--- src/rtl/lebug_acc_pkg.sv ---
// Shared definitions for the frame accumulator: firmware accumulation modes
// and, when ACCUM_SATURATE_EN is defined, the saturating lane adder.
package lebug_acc_pkg;

   // Firmware accumulation modes; any other 8-bit value behaves as ACC_PASS.
   typedef enum logic [7:0] {
      ACC_PASS    = 8'd0,
      ACC_FRAME   = 8'd1,
      ACC_RUNNING = 8'd2
   } acc_mode_e;

`ifdef ACCUM_SATURATE_EN
   // Signed add of two w-bit values held sign-extended in 64 bits, clamped to
   // the w-bit signed range. Valid for w up to 63.
   function automatic logic signed [63:0] sat_add(input logic signed [63:0] a,
                                                  input logic signed [63:0] b,
                                                  input int unsigned w);
      logic signed [63:0] s;
      logic signed [63:0] mx;
      logic signed [63:0] mn;
      s  = a + b;
      mx = (64'sd1 <<< (w - 1)) - 64'sd1;
      mn = -mx - 64'sd1;
      if (s > mx) return mx;
      if (s < mn) return mn;
      return s;
   endfunction
`endif

endpackage

--- src/rtl/acc_lane.sv ---
// One accumulator lane: on bof the input replaces the accumulator, otherwise
// it is added to it. Saturating add when ACCUM_SATURATE_EN is defined,
// modular wrap otherwise.
module acc_lane
#(
   parameter int DATA_WIDTH = 32
) (
   input  logic                  bof_i,
   input  logic [DATA_WIDTH-1:0] acc_i,
   input  logic [DATA_WIDTH-1:0] vec_i,
   output logic [DATA_WIDTH-1:0] sum_o
);
`ifdef ACCUM_SATURATE_EN
   import lebug_acc_pkg::*;

   logic signed [63:0] sat_full;

   // Select bof restart or clamped sum.
   always_comb begin
      sat_full = sat_add(64'(signed'(acc_i)), 64'(signed'(vec_i)), DATA_WIDTH);
      sum_o    = bof_i ? vec_i : sat_full[DATA_WIDTH-1:0];
   end
`else
   // Select bof restart or wrapping sum.
   always_comb begin
      sum_o = bof_i ? vec_i : acc_i + vec_i;
   end
`endif
endmodule

--- src/rtl/frame_accumulator_unit.sv ---
// Per-chain elementwise vector accumulator. Each chain runs in pass, frame
// (one sum per bof..eof) or running-sum mode, selected by a firmware mode
// register loaded through a shift-register config port. Outputs are
// registered, one cycle after the accepted beat. Optional build macro:
// ACCUM_SATURATE_EN (saturating lane adds instead of wrap).
module frame_accumulator_unit
   import lebug_acc_pkg::*;
#(
   parameter int                        N                         = 8,
   parameter int                        DATA_WIDTH                = 32,
   parameter int                        MAX_CHAINS                = 4,
   parameter int                        PERSONAL_CONFIG_ID        = 1,
   parameter logic [MAX_CHAINS*8-1:0]   INITIAL_FIRMWARE_ACC_MODE = '0,
   localparam int                       CW = (MAX_CHAINS > 1) ? $clog2(MAX_CHAINS) : 1
) (
   input  logic                              clk,
   input  logic                              reset_n,
   input  logic                              tracing,
   input  logic                              valid_in,
   input  logic                              eof_in,
   input  logic                              bof_in,
   input  logic [CW-1:0]                     chainId_in,
   input  logic [7:0]                        configId,
   input  logic [7:0]                        configData,
   input  logic [N-1:0][DATA_WIDTH-1:0]      vector_in,
   output logic [N-1:0][DATA_WIDTH-1:0]      vector_out,
   output logic [CW-1:0]                     chainId_out,
   output logic                              valid_out,
   output logic                              eof_out,
   output logic                              bof_out
);

   logic [N-1:0][DATA_WIDTH-1:0] acc_q [MAX_CHAINS];
   logic [N-1:0][DATA_WIDTH-1:0] acc_d [MAX_CHAINS];
   logic [7:0]                   mode_q [MAX_CHAINS];
   logic [7:0]                   mode_d [MAX_CHAINS];

   logic [N-1:0][DATA_WIDTH-1:0] vector_out_q, vector_out_d;
   logic [CW-1:0]                chain_id_out_q, chain_id_out_d;
   logic                         valid_out_q, valid_out_d;
   logic                         bof_out_q, bof_out_d;
   logic                         eof_out_q, eof_out_d;

   logic [N-1:0][DATA_WIDTH-1:0] acc_new;
   logic                         accept;
   logic [7:0]                   cur_mode;

   // Next accumulator value for the addressed chain, one lane per instance.
   for (genvar g = 0; g < N; g++) begin : g_lane
      acc_lane #(.DATA_WIDTH(DATA_WIDTH)) u_lane (
         .bof_i (bof_in),
         .acc_i (acc_q[chainId_in][g]),
         .vec_i (vector_in[g]),
         .sum_o (acc_new[g])
      );
   end

   assign accept   = valid_in & tracing;
   assign cur_mode = mode_q[chainId_in];

   // Beat handling per mode, then the config shift (beat sees pre-write mode).
   always_comb begin
      acc_d          = acc_q;
      mode_d         = mode_q;
      vector_out_d   = vector_out_q;
      chain_id_out_d = chain_id_out_q;
      bof_out_d      = bof_out_q;
      eof_out_d      = eof_out_q;
      valid_out_d    = 1'b0;

      if (accept) begin
         case (cur_mode)
            ACC_FRAME: begin
               if (eof_in) begin
                  acc_d[chainId_in] = '0;
                  valid_out_d       = 1'b1;
                  vector_out_d      = acc_new;
                  chain_id_out_d    = chainId_in;
                  bof_out_d         = 1'b1;
                  eof_out_d         = 1'b1;
               end else begin
                  acc_d[chainId_in] = acc_new;
               end
            end
            ACC_RUNNING: begin
               acc_d[chainId_in] = eof_in ? '0 : acc_new;
               valid_out_d       = 1'b1;
               vector_out_d      = acc_new;
               chain_id_out_d    = chainId_in;
               bof_out_d         = bof_in;
               eof_out_d         = eof_in;
            end
            default: begin
               valid_out_d    = 1'b1;
               vector_out_d   = vector_in;
               chain_id_out_d = chainId_in;
               bof_out_d      = bof_in;
               eof_out_d      = eof_in;
            end
         endcase
      end

      if (configId == 8'(PERSONAL_CONFIG_ID)) begin
         for (int i = 0; i < MAX_CHAINS - 1; i++) begin
            mode_d[i] = mode_q[i + 1];
         end
         mode_d[MAX_CHAINS-1] = configData;
      end
   end

   // State and output registers; reset discards any partial frame.
   always_ff @(posedge clk or negedge reset_n) begin
      if (!reset_n) begin
         for (int c = 0; c < MAX_CHAINS; c++) begin
            acc_q[c]  <= '0;
            mode_q[c] <= INITIAL_FIRMWARE_ACC_MODE[c*8 +: 8];
         end
         vector_out_q   <= '0;
         chain_id_out_q <= '0;
         valid_out_q    <= 1'b0;
         bof_out_q      <= 1'b0;
         eof_out_q      <= 1'b0;
      end else begin
         acc_q          <= acc_d;
         mode_q         <= mode_d;
         vector_out_q   <= vector_out_d;
         chain_id_out_q <= chain_id_out_d;
         valid_out_q    <= valid_out_d;
         bof_out_q      <= bof_out_d;
         eof_out_q      <= eof_out_d;
      end
   end

   assign vector_out  = vector_out_q;
   assign chainId_out = chain_id_out_q;
   assign valid_out   = valid_out_q;
   assign bof_out     = bof_out_q;
   assign eof_out     = eof_out_q;

endmodule

--- config.mk ---
export PLATFORM = sky130hd
export DESIGN_NAME = frame_accumulator_unit
export DESIGN_NICKNAME = d
export VERILOG_FILES = /design/src/rtl/lebug_acc_pkg.sv /design/src/rtl/acc_lane.sv /design/src/rtl/frame_accumulator_unit.sv
export SDC_FILE = /design/constraint.sdc
export NUM_CORES = 2
export LEC_CHECK = 0
export CORE_ASPECT_RATIO = 0.8
export CORE_UTILIZATION = 44
export CTS_CLUSTER_DIAMETER = 40
export CTS_CLUSTER_SIZE = 14
export DETAILED_ROUTE_END_ITERATION = 10
export HOLD_SLACK_MARGIN = 0.1
export PLACE_DENSITY = 0.73
export SLEW_MARGIN = 20
export SYNTH_ARGS = -nofsm -noshare
export SYNTH_HDL_FRONTEND = slang
export SYNTH_SLANG_ARGS = --single-unit
--- constraint.sdc ---
create_clock -name clk -period 4.6 [get_ports clk]
set_clock_uncertainty 0.2 [all_clocks]
set_input_delay 0.92 -clock clk [delete_from_list [all_inputs] [get_ports clk]]
set_output_delay 0.92 -clock clk [all_outputs]
set_load 0.02 [all_outputs]
==> flow_summary_export.csv <==
group,metric,value,unit
setup_path,rr_endpoint,"acc_q[792]$_DFFE_PN0P_",
layout,layout_commonest_cell,"nand2_1",
place,dpl_cell_area,87750,um^2
timing,fmax,229.3,MHz
setup_path,critPathKind,"primary input to flip-flop",
timing,slew-limit-headroom,24.42,%
global_routing,antenna_found_initial,20,
layout,drive_gt1_share,21.32,%
clock_tree,clockBufferDepth,3,
clock_tree,cts_hold_buf,1,
yosys,synth_edf_count,0,
clock_tree,cts_root_buffer,"clkbuf_16",
setup_path,required,5.08,ns
setup_path,critical_path_depth,15,
yosys,yosysUniqueCellTypes,94,
timing,finalCritPeriodShare,94.82,%
setup_path,rr_worst_depth,13,
hold_path,holdCritPathClass,"flip-flop to flip-flop",
timing,fin_crit,4.361,ns
drt,dr.pass1.iters,5,
yosys,synth_compound_gate_area_share,18.07,%
clock_tree,ctsResizeCount,0,
drt,drc,0,
yosys,netlist_instances,7572,
layout,final_cell_mix,"nand2_1, dfrtp_1, o21ai_0",
floorplanning,rows,132,
layout,area_growth,30.19,%
drt,viasPerCell,5.946,
clock_tree,cts.sinks,1317,
yosys,synth_seq_area_share,45.54,%
global_routing,grt_max_degree,124,
setup_path,critical_path.max_stage_delay,0.57,ns
flow_run,cap_violations,0,
global_routing,overflow,0,
place,place.gp.congestion,0.9689,
drt,num_vias,66110,
setup_path,r2r-start,"acc_q[0]$_DFFE_PN0P_",
clock_tree,insertion_delay,0.85,ns
layout,multi_input_area,37500,um^2
yosys,synth_flop_cell,"dfrtp_1",
layout,final_cells,11120,
setup_path,critical_path.slowest_cell,"mux4_2",
setup_path,endpoint_kind,"flip-flop",
timing,slew_viol_final,0,
drt,wire_per_inst,23.39,um
yosys,yosys.area.top_type_share,45.54,%
yosys,synth.net_count,8108,
clock_tree,clkTransAtPathRegs,0.06,ns
setup_path,startpoint_type,"primary input",
layout,n_fill_cell,13610,
floorplanning,die_w,455.4,um
power,finalPower,33.26,mW
timing,tns,0,ns
place,dp_cells,10770,
clock_tree,htree_levels,4,
power,peakVddDrop,367.6,uV
power,power_density,353.0,nW/um^2
yosys,post-synth-top-area-cell,"dfrtp_1",
setup_path,crit_start,"chainId_in[0]",
status,status,"finished clean",
yosys,avgSynthCellArea,9.557,um^2
floorplanning,core,162500,um^2
place,portBuffers,540,
clock_tree,cts_tree,"done",
setup_path,cp-endpoint,"acc_q[756]$_DFFE_PN0P_",
drt,first_iter_violations,6351,
global_routing,grt_pass1_wl,399600,um
yosys,synth_area,72360,um^2
yosys,synth_adder_area_share,4.509,%
floorplanning,initial_core_util,44.53,%
setup_path,crit_fanout,13,
place,dpl.hpwl,180800,um
place,post-place-ws,-0.5440,ns
setup_path,crit_path_cell_trace,"buf_8, buf_4, mux4_2, ha_4, fa_2, a211oi_2, o21ai_1, a31oi_2, o21ai_2, a211o_1, a21oi_2, xnor2_1, a22oi_1, buf_4, o21ai_1",
setup_path,rrSetupSlack,0.64,ns
yosys,synthMuxAreaShare,11.68,%
setup_path,crit_arrival,4.84,ns
yosys,synth-xor-area-share,2.651,%
clock_tree,cts_buffers,176,
setup_path,crit_family,"compound AO/OA/AOI/OAI gates",
floorplanning,die_area,166100,um^2
floorplanning,die_y,364.7,um
timing,hold_viol_final,0,
layout,regArea,32960,um^2
clock_tree,cts_setup_buffers,0,
timing,setup_viol,0,
yosys,ys_top_cells_by_area,"dfrtp_1, nand2_1, mux4_2",
floorplanning,ioPinCount,541,
timing,whs,0.2732,ns
global_routing,grt_pass1_vias,66330,
setup_path,cp_num_buf_inv,3,
timing,setup_slack,0.2385,ns
yosys,synthArstFlopShare,100.0,%
yosys,synth_top_family_by_area,"compound AO/OA/AOI/OAI gates",
global_routing,track_usage,31.07,%
drt,routed_wl,260100,um
power,p_leak,43.38,nW
layout,post-route-cell-area,94210,um^2
yosys,ys_ff_latch,1317,
timing,rsz0062_at_grt,"no",
drt,antenna_left,0,
yosys,ys_warn_count,0,
timing,tightest_slew,1.134,ns
layout,final_util,57.97,%
layout,layout.nets,9339,
yosys,synth-simple-area-share,14.24,%
## synthesized netlist by cell type (all sizes together) (73+ instances only)
cell	count
a21o	155
a21oi	378
a31oi	202
buf	215
clkbuf	301
dfrtp	1317
ha	248
mux2	175
mux4	258
nand2	1658
nand3	115
nor2	376
o21ai	1134
xnor2	146
xor2	73
## final cells by class
cell class | count | share of cell area, %
antenna | 16 | 0.04250
clock buffer | 207 | 4.991
clock inverter | 126 | 1.812
inverter | 54 | 0.2364
multi-input combinational | 5685 | 39.80
sequential | 1317 | 34.98
tap | 2144 | 2.848
timing repair buffer | 1569 | 15.29
## tightest hold or removal path, cell delays in order, from the launching register on
cell     delay (ns)
dfrtp_1        0.35
nand2_1        0.05
nand2_1        0.05
## state kept, by name, summed over array words and instances (netlist names)
signal / flops
eof_out: 1
mode_q: 32
bof_out: 1
chainId_out: 2
vector_out: 256
valid_out: 1
acc_q: 1024
## per-layer routing
metal / up-vias / share of wire (%) / GRT usage (%) / routed length [um]
li1: 29640 / - / - / -
met1: 32920 / 41 / 41.45 / 107200
met2: 2985 / 46 / 48.88 / 118500
met3: 561 / 8.8 / 6.594 / 22880
met4: 8 / 4.4 / 13.75 / 11500
met5: - / 0.022 / 0 / 57
## how the worst min path moves through the flow
stage / start / endpoint / slack, ns / cells after the start
2_1_floorplan: acc_q[457]$_DFFE_PN0P_ / acc_q[457]$_DFFE_PN0P_ / 0.23 / 2
3_3_place_gp: acc_q[562]$_DFFE_PN0P_ / acc_q[562]$_DFFE_PN0P_ / 0.24 / 2
3_5_place_dp: acc_q[818]$_DFFE_PN0P_ / acc_q[818]$_DFFE_PN0P_ / 0.26 / 2
4_1_cts: acc_q[818]$_DFFE_PN0P_ / acc_q[818]$_DFFE_PN0P_ / 0.27 / 2
5_1_grt: vector_out[138]$_DFFE_PN0P_ / vector_out[138]$_DFFE_PN0P_ / 0.29 / 2
6_report: acc_q[818]$_DFFE_PN0P_ / acc_q[818]$_DFFE_PN0P_ / 0.27 / 2
## kinds of logic after synthesis
family	Yosys count
fa+ha+maj	256
compound gates	2240
flops	1317
buf+inv	570
simple gates	2470
xor+xnor	219
mux	500
## where the power goes
| part | switching [mW] | internal, mW |
|---|---|---|
| Combinational | 3.20 | 2.57 |
| Clock | 6.07 | 8.78 |
| Sequential | 0.426 | 12.2 |
Note: power is estimated with default switching activity, not from simulation.
